File: src/rtl/nibble_serial_adder_pkg.sv
// Shared types and constants for the nibble-serial adder.
package nsa_pkg;

    localparam int NIBBLE_W = 4;

    typedef enum logic [1:0] {
        IDLE,
        RUN,
        DONE
    } state_t;

endpackage

File: src/rtl/nibble_serial_adder_cla.sv
// 4-bit carry-lookahead adder slice used by the nibble-serial adder.
module cla (
    input  logic [3:0] a,
    input  logic [3:0] b,
    input  logic       cin,
    output logic [3:0] sum,
    output logic       cout
);

    logic [3:0] g;
    logic [3:0] p;
    logic [4:0] c;

    always_comb begin
        g    = a & b;
        p    = a ^ b;
        c[0] = cin;
        c[1] = g[0] | (p[0] & cin);
        c[2] = g[1] | (p[1] & g[0]) | (p[1] & p[0] & cin);
        c[3] = g[2] | (p[2] & g[1]) | (p[2] & p[1] & g[0])
             | (p[2] & p[1] & p[0] & cin);
        c[4] = g[3] | (p[3] & g[2]) | (p[3] & p[2] & g[1])
             | (p[3] & p[2] & p[1] & g[0]) | (p[3] & p[2] & p[1] & p[0] & cin);
        sum  = p ^ c[3:0];
        cout = c[4];
    end

endmodule

File: src/rtl/nibble_serial_adder.sv
// Multi-cycle WIDTH-bit adder streaming one nibble per clock through a single cla.
// Define NSA_OVF_EN to add the registered signed-overflow output ovf.
module nibble_serial_adder
    import nsa_pkg::*;
#(
    parameter int WIDTH = 16
) (
    input  logic             clk,
    input  logic             rst_n,
    input  logic             in_valid,
    output logic             in_ready,
    input  logic [WIDTH-1:0] a,
    input  logic [WIDTH-1:0] b,
    input  logic             cin,
    output logic             out_valid,
    input  logic             out_ready,
    output logic [WIDTH-1:0] sum,
    output logic             cout
`ifdef NSA_OVF_EN
    ,output logic            ovf
`endif
);

    localparam int N     = WIDTH / NIBBLE_W;
    localparam int IDX_W = $clog2(N);
    localparam logic [IDX_W-1:0] LAST = IDX_W'(N - 1);

    state_t                state_q, state_d;
    logic [IDX_W-1:0]      idx;
    logic                  carry;
    logic [WIDTH-1:0]      op_a, op_b;
    logic [NIBBLE_W-1:0]   nib_sum;
    logic                  nib_cout;

    cla u_cla (
        .a    (op_a[idx*NIBBLE_W +: NIBBLE_W]),
        .b    (op_b[idx*NIBBLE_W +: NIBBLE_W]),
        .cin  (carry),
        .sum  (nib_sum),
        .cout (nib_cout)
    );

    always_ff @(posedge clk) begin
        if (!rst_n) state_q <= IDLE;
        else        state_q <= state_d;
    end

    always_comb begin
        state_d   = state_q;
        in_ready  = 1'b0;
        out_valid = 1'b0;
        case (state_q)
            IDLE: begin
                in_ready = 1'b1;
                if (in_valid) state_d = RUN;
            end
            RUN: begin
                if (idx == LAST) state_d = DONE;
            end
            DONE: begin
                out_valid = 1'b1;
                if (out_ready) state_d = IDLE;
            end
            default: state_d = IDLE;
        endcase
    end

    // idx saturates at the last slice; leaving RUN resets it on the next accept
    always_ff @(posedge clk) begin
        if (!rst_n) begin
            idx   <= '0;
            carry <= 1'b0;
            sum   <= '0;
            op_a  <= '0;
            op_b  <= '0;
        end else begin
            case (state_q)
                IDLE: begin
                    if (in_valid) begin
                        op_a  <= a;
                        op_b  <= b;
                        carry <= cin;
                        sum   <= '0;
                        idx   <= '0;
                    end
                end
                RUN: begin
                    sum[idx*NIBBLE_W +: NIBBLE_W] <= nib_sum;
                    carry <= nib_cout;
                    if (idx != LAST) idx <= idx + 1'b1;
                end
                default: ;
            endcase
        end
    end

    assign cout = carry;

`ifdef NSA_OVF_EN
    always_ff @(posedge clk) begin
        if (!rst_n) begin
            ovf <= 1'b0;
        end else if (state_q == RUN && idx == LAST) begin
            ovf <= (op_a[WIDTH-1] == op_b[WIDTH-1]) &&
                   (nib_sum[NIBBLE_W-1] != op_a[WIDTH-1]);
        end
    end
`endif

endmodule

File: config.mk
export PLATFORM = sky130hd
export DESIGN_NAME = nibble_serial_adder
export DESIGN_NICKNAME = d
export VERILOG_FILES = /design/src/rtl/nibble_serial_adder_pkg.sv /design/src/rtl/nibble_serial_adder_cla.sv /design/src/rtl/nibble_serial_adder.sv
export SDC_FILE = /design/constraint.sdc
export NUM_CORES = 1
export LEC_CHECK = 0
export ABC_AREA = 0
export BUFFER_PORTS_ARGS = -buffer_cell sky130_fd_sc_hd__buf_2
export CAP_MARGIN = 10
export CORE_UTILIZATION = 25
export DETAILED_ROUTE_END_ITERATION = 10
export GPL_ROUTABILITY_DRIVEN = 0
export PLACE_DENSITY_LB_ADDON = 0.2
export SETUP_SLACK_MARGIN = 0.05
export SLEW_MARGIN = 5
export SYNTH_ARGS = -nofsm -noshare
export SYNTH_HDL_FRONTEND = slang
export SYNTH_HIERARCHICAL = 1
export SYNTH_SLANG_ARGS = --single-unit
File: constraint.sdc
create_clock -name clk -period 6.7 [get_ports clk]
set_input_delay 0.335 -clock clk [delete_from_list [all_inputs] [get_ports clk]]
set_output_delay 0.335 -clock clk [all_outputs]
set_load 0.05 [all_outputs]
==> results.md <==
* Run status: finished, final reports clean
* ANT cells at 0
* R2R Path Start: idx[0]$_SDFFE_PN0P_
* Inst Count DP at 445
* DR WL/cell at approximately 13 um
* Drt total wl at between 5 and 6 mm
* Post-layout power at 614 uW
* Post CTS Setup Buffer Count at 0
* Slew headroom at ~33%
* Crit end category: flop
* Clock Pin Slew Worst Setup and Hold Paths at approximately 0.1 ns
* Post-synth EDFFs at 0
* Least-Margin Pin Slew at around 1 ns
* Initial antenna violation count at 0
* Sequential area share after synthesis at between 40% and 50%
* Netlist cell types at 33
* Cells on worst reg2reg path at 7
* Core ar. at 9280 sq um
* Yosys reg bits at 53
* Mapped cell area at between 2000 and 2500 sq um
* Routed Antenna Nets at 0
* CTS buffer count at 5
* P_leak at ~1.2 nW
* Fmax at approximately 0.36 GHz
* Final-report max-slew violation count at 0
* PwrDens at approximately 220 nW/um^2
* Post-Synthesis Net Count at 325
* Post-route DRC at 0
* HP Start: a[14]
* Remaining Overflow, GRT at 0
* Met1 usage at approximately 17%
* Port bufs at 55
* GR peak layer: met2
* Die Height at roughly 100 um
* Crit path launch type: flop
* Clock skew at between 0.008 and 0.009 ns
* Worst-skew pair later-pin latency at around 0.3 ns
* Final period util at roughly 40%
* R2R Setup Slk at between 3 and 4 ns
* Fin crit period at between 2 and 3 ns
* Post-DP Area at about 2700 sq um
* CP Class: flop to flop
* GR Util met2 at between 15 and 20%
* Vias/cell at between 4 and 5
* Max-cap violations at 0
* Setup ws final at between 3 and 4 ns
* Filler cells at between 1000 and 1500
* DR pass1 iterations at 4
* Aggregate global-route resource usage at a little under an eighth
* GR Util met3 at roughly 2.6%
* Hold Path Class: primary input to flop
* Layout Nets at 371
* Dpl ws at between 3 and 4 ns
* Global-route wire length before repair at slightly above 9 mm
* Hpwl dp at approximately 4.2 mm
* Critical path required time at ~6.9 ns
* Fin util at between 30% and 40%
* Non-filler cells, final at roughly 450
* WHS at approximately 0.26 ns
* Gate Count Post-Synth at ~280
* Vias in the first global route at roughly 1900
* CTS resizes at 0
* Crit path arrival time at 2.91 ns
* Clock Tree Buf Depth at 2
* Hold Path Depth at 3
* Cell area after layout at ~2800 sq um
* Initial Util at 25.9%
* TritonCTS clock tree: built
* CP max FO at 17
* Async S/R FF share, synth at 0%
* RR Endpoint: cout$_SDFFE_PN0P_
* Sink Count at 53
* Initial drt markers at 82
* Root buffer cell: clkbuf_8
* Die W at between 100 and 150 um
* Vias at just over 2000
* Row count at 35
* I/O pins at 56
* Crit path launch: idx[0]$_SDFFE_PN0P_
* Setup TNS at 0 ns
* Hold endpoint: op_a[14]$_SDFFE_PN0P_
* DIE AREA at around 10000 sq um
* Post-synth top flop: dfxtp_1
* Area Growth Syn to Fin at 17.9%
* Share of layout cells above drive strength 1 at between 20% and 30%
* Synth warnings at 6
* Hold Buf Count CTS at 0
* Largest net degree at the start of global routing at 37
* Final hold vios at 0
* RSZ-0062 raised after global routing: false
* Worst VDD drop at 0.0852 mV
* Setup violations, final at 0
* Average cell area after synthesis at slightly below 9 sq um
* H-tree levels at 2
==> area by class of cell <==
cell class | count | area, sq um | share of cell area (%)
flip-flops and latches | 53 | 1060 | 37.5
well taps | 129 | 161 | 5.70
clock buffers | 6 | 72.6 | 2.56
inverters | 8 | 30.0 | 1.06
clock inverters | 2 | 15.0 | 0.530
multi-input cells | 198 | 1200 | 42.4
repair buffers | 57 | 290 | 10.3
==> worst max-delay path, stage by stage (launching register included) <==
cell     delay [ns]
dfxtp_1        0.86
mux4_2         0.62
ha_1           0.30
a21o_1         0.19
a31o_1         0.24
a21o_1         0.18
a22oi_1        0.15
a21oi_1        0.08
==> cells in the final DEF (no fill, tap or decap), types with 2 or more instances in the layout <==
| cell type | instances |
|---|---|
| nand2_1 | 91 |
| buf_2 | 55 |
| dfxtp_1 | 53 |
| a21oi_1 | 39 |
| o22ai_1 | 16 |
| ha_1 | 10 |
| mux4_2 | 8 |
| inv_1 | 7 |
| nand3_1 | 6 |
| clkbuf_8 | 5 |
| nor2_1 | 4 |
| a21o_1 | 3 |
| nor2b_1 | 2 |
| a22oi_1 | 2 |
| a31oi_1 | 2 |
| clkinvlp_4 | 2 |
| buf_4 | 2 |
| xnor2_1 | 2 |
==> how the worst max path moves through the flow <==
stage | end | slack [ns]
final | cout$_SDFFE_PN0P_ | 3.94
after global placement | cout$_SDFFE_PN0P_ | 3.97
after global routing | cout$_SDFFE_PN0P_ | 3.75
after detailed placement | cout$_SDFFE_PN0P_ | 3.92
after CTS | cout$_SDFFE_PN0P_ | 3.92
after floorplan | cout$_SDFFE_PN0P_ | 4.24
==> kinds of logic after synthesis <==
logic type | Yosys count | share of synthesized area (%)
mux | 8 | 7.50
buf+inv | 26 | 5.83
compound gates | 65 | 15.3
fa+ha+maj | 11 | 6.04
simple gates | 111 | 20.1
xor+xnor | 3 | 1.09
flops | 53 | 44.2
==> cells in the mapped netlist, types with 2 or more instances <==
library cell,n,share of area [%]
xnor2_1,2,0.73
clkbuf_1,6,0.94
buf_6,4,1.9
inv_1,7,1.1
nor2_1,4,0.62
buf_2,6,1.3
o22ai_1,16,4.2
a21o_1,3,0.94
ha_1,10,5.2
nand2_1,91,14
nand3_1,6,1.3
a22oi_1,2,0.62
dfxtp_1,53,44
nor2b_1,2,0.52
mux4_2,8,7.5
a31oi_1,2,0.52
a21oi_1,39,8.1
==> flip-flops by register name (all words and copies together), names as in the netlist <==
signal   cells
sum         16
cout         1
op_b        16
op_a        16
idx          2
state_q      2
==> power breakdown <==
part | leakage (nW) | internal, mW | total [mW] | switching, mW
Clock | 0.0374 | 0.0738 | 0.177 | 0.103
Sequential | 0.433 | 0.329 | 0.344 | 0.0144
Combinational | 0.681 | 0.0381 | 0.0936 | 0.0555
Total | 1.15 | 0.441 | 0.614 | 0.173
==> metal layers <==
metal  vias up  part of all wire, %
met5         -                    0
met4         0                  1.1
met1       905                   53
li1       1037                    -
met3         7                  4.7
met2        63                   41
Power figures use the tool's default switching activity.
